--- config.mk ---
export PLATFORM = sky130hd
export DESIGN_NAME = fifo_drain
export DESIGN_NICKNAME = d
export VERILOG_FILES = /design/src/rtl/fifo_pkg.sv /design/src/rtl/fifo_drain_skid.sv /design/src/rtl/fifo_drain.sv
export SDC_FILE = /design/constraint.sdc
export NUM_CORES = 1
export LEC_CHECK = 0
export ABC_CLOCK_PERIOD_IN_PS = 2600
export BUFFER_PORTS_ARGS = -buffer_cell sky130_fd_sc_hd__buf_2
export CORE_ASPECT_RATIO = 0.75
export CORE_MARGIN = 10
export CORE_UTILIZATION = 40
export CTS_CLUSTER_SIZE = 28
export DETAILED_ROUTE_END_ITERATION = 16
export SYNTH_ARGS = -nofsm -noshare
export SYNTH_HDL_FRONTEND = slang
export SYNTH_SLANG_ARGS = --single-unit
--- constraint.sdc ---
create_clock -name clk -period 2.6 [get_ports clk]
set_clock_uncertainty 0.05 [all_clocks]
set_input_delay 0.52 -clock clk [delete_from_list [all_inputs] [get_ports clk]]
set_output_delay 0.52 -clock clk [all_outputs]
set_load 0.05 [all_outputs]
--- src/rtl/fifo_pkg.sv ---
// Shared definitions for the synchronous FIFO and its read-side drain master.
package fifo_pkg;
    localparam int FIFO_WIDTH = 16;

    typedef enum logic [1:0] {
        IDLE  = 2'd0,
        RUN   = 2'd1,
        FLUSH = 2'd2
    } drain_state_e;
endpackage

--- src/rtl/fifo_drain_skid.sv ---
// Two-entry in-order skid buffer; entry 0 is always the head of the stream.
module fifo_drain_skid
    import fifo_pkg::*;
#(
    parameter int WIDTH = FIFO_WIDTH
) (
    input  logic             clk,
    input  logic             rst,
    input  logic             push,
    input  logic [WIDTH-1:0] din,
    input  logic             pop,
    output logic [WIDTH-1:0] head,
    output logic [1:0]       occ
);
    logic [WIDTH-1:0] entry0_p1;
    logic [WIDTH-1:0] entry1_p1;
    logic [1:0]       occ_p1;

    // Callers guarantee no push when full and no pop when empty.
    always_ff @(posedge clk) begin
        if (rst) begin
            entry0_p1 <= '0;
            entry1_p1 <= '0;
            occ_p1    <= 2'd0;
        end else begin
            unique case ({push, pop})
                2'b10: begin
                    if (occ_p1 == 2'd0) entry0_p1 <= din;
                    else                entry1_p1 <= din;
                    occ_p1 <= occ_p1 + 2'd1;
                end
                2'b01: begin
                    entry0_p1 <= entry1_p1;
                    occ_p1    <= occ_p1 - 2'd1;
                end
                2'b11: begin
                    if (occ_p1 == 2'd2) begin
                        entry0_p1 <= entry1_p1;
                        entry1_p1 <= din;
                    end else begin
                        entry0_p1 <= din;
                    end
                end
                default: ;
            endcase
        end
    end

    assign head = entry0_p1;
    assign occ  = occ_p1;
endmodule

--- src/rtl/fifo_drain.sv ---
// Read-side master for the synchronous FIFO: issues reads, captures the
// registered read data into a skid buffer and presents it as a valid/ready stream.
module fifo_drain
    import fifo_pkg::*;
#(
    parameter int FIFO_WIDTH = fifo_pkg::FIFO_WIDTH,
    parameter int CNT_WIDTH  = 16
) (
    input  logic                  clk,
    input  logic                  rst,
    input  logic                  enable,
    input  logic                  fifo_empty,
    input  logic                  fifo_underflow,
    input  logic [FIFO_WIDTH-1:0] fifo_data_out,
    output logic                  fifo_rd_en,
    output logic                  m_valid,
    input  logic                  m_ready,
    output logic [FIFO_WIDTH-1:0] m_data,
    output logic                  busy,
    output logic [CNT_WIDTH-1:0]  rd_count,
    output logic                  err_underflow
);
    drain_state_e   state, state_nxt;
    logic           vld_p1;
    logic [1:0]     occ;
    logic           pop;
    logic           push;
    logic [2:0]     load;
    logic [CNT_WIDTH-1:0] rd_count_p1;
    logic           err_p1;

    assign pop  = m_valid && m_ready;
    assign push = vld_p1 && !fifo_underflow;
    assign load = {1'b0, occ} + {2'b00, vld_p1};

    // Issue only if the word will have a skid slot once this cycle's pop drains.
    assign fifo_rd_en = (state == RUN) && !fifo_empty && (load < (3'd2 + {2'b00, pop}));

    always_ff @(posedge clk) begin
        if (rst) state <= IDLE;
        else     state <= state_nxt;
    end

    always_comb begin
        state_nxt = state;
        unique case (state)
            IDLE:  if (enable) state_nxt = RUN;
            RUN:   if (!enable) state_nxt = FLUSH;
            FLUSH: begin
                if (enable)                             state_nxt = RUN;
                else if (!vld_p1 && (occ == 2'd0))      state_nxt = IDLE;
            end
            default: state_nxt = IDLE;
        endcase
    end

    // Stage 1: read issued last cycle, FIFO data_out/underflow valid now.
    always_ff @(posedge clk) begin
        if (rst) begin
            vld_p1      <= 1'b0;
            rd_count_p1 <= '0;
            err_p1      <= 1'b0;
        end else begin
            vld_p1 <= fifo_rd_en;
            if (pop)                      rd_count_p1 <= rd_count_p1 + 1'b1;
            if (vld_p1 && fifo_underflow) err_p1      <= 1'b1;
        end
    end

    // Stage 2: skid buffer feeding the output stream.
    fifo_drain_skid #(.WIDTH(FIFO_WIDTH)) u_skid (
        .clk  (clk),
        .rst  (rst),
        .push (push),
        .din  (fifo_data_out),
        .pop  (pop),
        .head (m_data),
        .occ  (occ)
    );

    assign m_valid       = (occ != 2'd0);
    assign busy          = (state != IDLE);
    assign rd_count      = rd_count_p1;
    assign err_underflow = err_p1;
endmodule

==> reports/results.ini <==
[routing]
wl_per_cell_um=14.8
route.antenna.remaining_nets=0
drt-vias-per-instance=5.14
drc=0
drt_wl_total_um=5540
detailroute.via_count=1916
drt_pre_antenna_iters=4
initialDrtViolationCount=87

[floorplan]
die_width_um=107
floorplan.die_area_sq_um=9140
floorplan.io_pins=58
core_outline_area_sq_um=5440
rows=23
fp.dieH_um=85.3
initial_core_util=0.419

[yosys]
synth_largest_type_area_fraction=0.475
post-synth-top-area-cell=sky130_fd_sc_hd__dfxtp_1
synth_cell_type_count=37
synth.ff_latch_count=54
avg_synthesized_cell_area_sq_um=9.33
count_leader_synth=sky130_fd_sc_hd__dfxtp_1
synthesis.instances=244
synth_top_cells_by_area=sky130_fd_sc_hd__dfxtp_1 (47%), sky130_fd_sc_hd__nor2_1 (7.1%), sky130_fd_sc_hd__mux2i_1 (7.0%)
ys_seq_area_frac=0.475
synth.net_count=272
synth_flop_cell=sky130_fd_sc_hd__dfxtp_1
synth_warn=0
synthTopCellsByCount=sky130_fd_sc_hd__dfxtp_1 (54), sky130_fd_sc_hd__nor2_1 (43), sky130_fd_sc_hd__nor3_1 (17), sky130_fd_sc_hd__a221oi_1 (16), sky130_fd_sc_hd__mux2i_1 (16)
synth.cell_area_sq_um=2280
synth_enable_flop_cells=0
postSynth.asyncResetShare=0

[setup_path]
endpoint_kind=output port
category_of_cells_accounting_for_the_largest_share_of_critical_path_delay=adder cells
critPathSlowestCell=sky130_fd_sc_hd__dfxtp_2
crit_top_cell=sky130_fd_sc_hd__ha_1
cp_slowest_stage_delay_ns=0.39
worstSetupStartpointType=flop
crit_path_max_fanout=7
cp_num_buf_inv=1
crit_required_ns=2.03
criticalPathCategory=reg -> out
worstPathCellList=ha_1, ha_1, o21ai_0, nor4b_2, buf_2
arrival_time_reported_for_the_critical_path_endpoint_ns=1.79

[cts]
number_of_cts_inserted_buffers=5
maximum_buffer_depth_of_the_clock_tree=2
clkSinkCount=54
tritoncts_clock_tree=built
post_cts_buffers=0
resized_after_cts=0
clock_insertion_delay_worst_skew_ns=0.30
clock-root-buffer=sky130_fd_sc_hd__clkbuf_8
clock_edge_transition_at_the_registers_on_the_reported_setup_and_hold_paths_ns=0.10
cts-htree-levels=2
hold_buf_cts=0

[run]
timing.max_cap.violations=0

[status]
outcome=complete, no violations

[finish]
fillCellCount=535
drive_above_1_share=0.255
finish.net_count=325
layout_stage_area_growth_over_the_synthesis_result_pct=20.2
multi_input_combinational_cell_area_sq_um=1120
n_antenna_cell=0
sequential_cell_area_sq_um=1080
fin_util=0.503

[place]
gp_congestion=0.740
io_buffers=57
dp_hpwl_um=3810
place_ws_ns=0.237

[global_route]
antenna_found_initial=0
grt_pass1_wl_um=9340
gr-total-overflow=0
grt_pass1_vias=1824
gr-usage-all-layers=0.122
grt_max_degree=55

[sta]
fin_crit_ns=2.36
number_of_pins_exceeding_their_max_slew_limit_in_the_final_report=0
maxSlewHeadroom=0.504
report.final.hold_viol_count=0
timing_worst_slew_pin_value_ns=0.743
finalSetupViolCount=0
max_clock_freq_mhz=423
rsz0062_at_grt=no
setup_total_negative_slack_ns=0
min_period_over_period=0.908
worst_slack_ns=0.238

[power_and_ir_drop]
power.static_leakage_nw=1.12
ir_drop_mv=0.259
power.density_nw_per_um2=587
power.total_mw=1.61

[worst_hold_path]
timing.hold.worst.class=in -> reg

## final cells by class
type | instances | share of cell area
multi-input combinational | 171 | 0.408
sequential | 54 | 0.396
timing repair buffer | 61 | 0.115
tap | 75 | 0.0343
clock buffer | 5 | 0.0251
clock inverter | 3 | 0.0165
inverter | 4 | 0.00549
## registers in the layout (all words and copies together), names as in the netlist
register and flops:
state 2, err_underflow 1, rd_count 16, u_skid.entry1_p1 16, vld_p1 1, u_skid.occ 2
u_skid.head 16
## per-layer routing
layer | part of all wire | track usage | vias to the layer above
met3 | 0.063 | 0.0400 | 2
met4 | 0.0079 | 0.0331 | 0
met1 | 0.50 | 0.168 | 891
met2 | 0.43 | 0.177 | 41
met5 | 0 | 0 | -
li1 | - | - | 982
## logic make-up after synthesis
logic type	share of synthesized area
buf+inv	0.0379
xor+xnor	0.0423
fa+ha+maj	0.0330
mux	0.0703
compound gates	0.134
flops	0.475
simple gates	0.208
## path summary, 6_finish.rpt
kind	startpoint	endpoint	slack, ns	depth (start not counted)
worst max register to register	u_skid.occ[0]$_SDFFE_PP0P_	u_skid.head[14]$_SDFFE_PP0P_	0.38	7
worst min register to register	state[1]$_SDFFE_PP0P_	state[0]$_SDFFE_PP0P_	0.42	1
worst max-delay path	u_skid.occ[0]$_SDFFE_PP0P_	fifo_rd_en	0.24	5
worst min-delay path	enable	state[1]$_SDFFE_PP0P_	0.33	2
## stage by stage
stage | cell area, sq um | hold WS, ns | std cells
final | 2740 | 0.333 | 373
after global routing | 2740 | 0.333 | 373
after CTS | 2740 | 0.324 | 373
after detailed placement | 2620 | 0.405 | 365
after global placement | 2620 | 0.393 | 365
after floorplan | 2280 | 0.383 | 244
## power breakdown
part	internal, mW	leakage (nW)	switching, mW
registers	0.846	0.437	0.0134
logic	0.0508	0.633	0.134
clock network	0.287	0.0504	0.275
total	1.18	1.12	0.422
## cell usage in the layout (no fill, tap or decap), types with 5 or more instances in the layout
master and instances:
sky130_fd_sc_hd__nand3_1 6, sky130_fd_sc_hd__o21ai_0 5, sky130_fd_sc_hd__clkbuf_8 5, sky130_fd_sc_hd__dfxtp_1 53, sky130_fd_sc_hd__nor2_1 43, sky130_fd_sc_hd__mux2i_1 16
sky130_fd_sc_hd__ha_1 6, sky130_fd_sc_hd__buf_2 57, sky130_fd_sc_hd__a221oi_1 16, sky130_fd_sc_hd__nor3_1 17, sky130_fd_sc_hd__nand2_1 7, sky130_fd_sc_hd__xor2_1 7
sky130_fd_sc_hd__a21oi_1 9
## worst reg2reg max path, cell delays in order, from the launching register on
cell,delay (ns)
sky130_fd_sc_hd__dfxtp_2,0.39
sky130_fd_sc_hd__o21ai_4,0.29
sky130_fd_sc_hd__inv_2,0.09
sky130_fd_sc_hd__ha_1,0.24
sky130_fd_sc_hd__nor2b_1,0.14
sky130_fd_sc_hd__o21a_1,0.40
sky130_fd_sc_hd__a221oi_1,0.42
sky130_fd_sc_hd__nor3_1,0.08
Power figures use the tool's default switching activity.
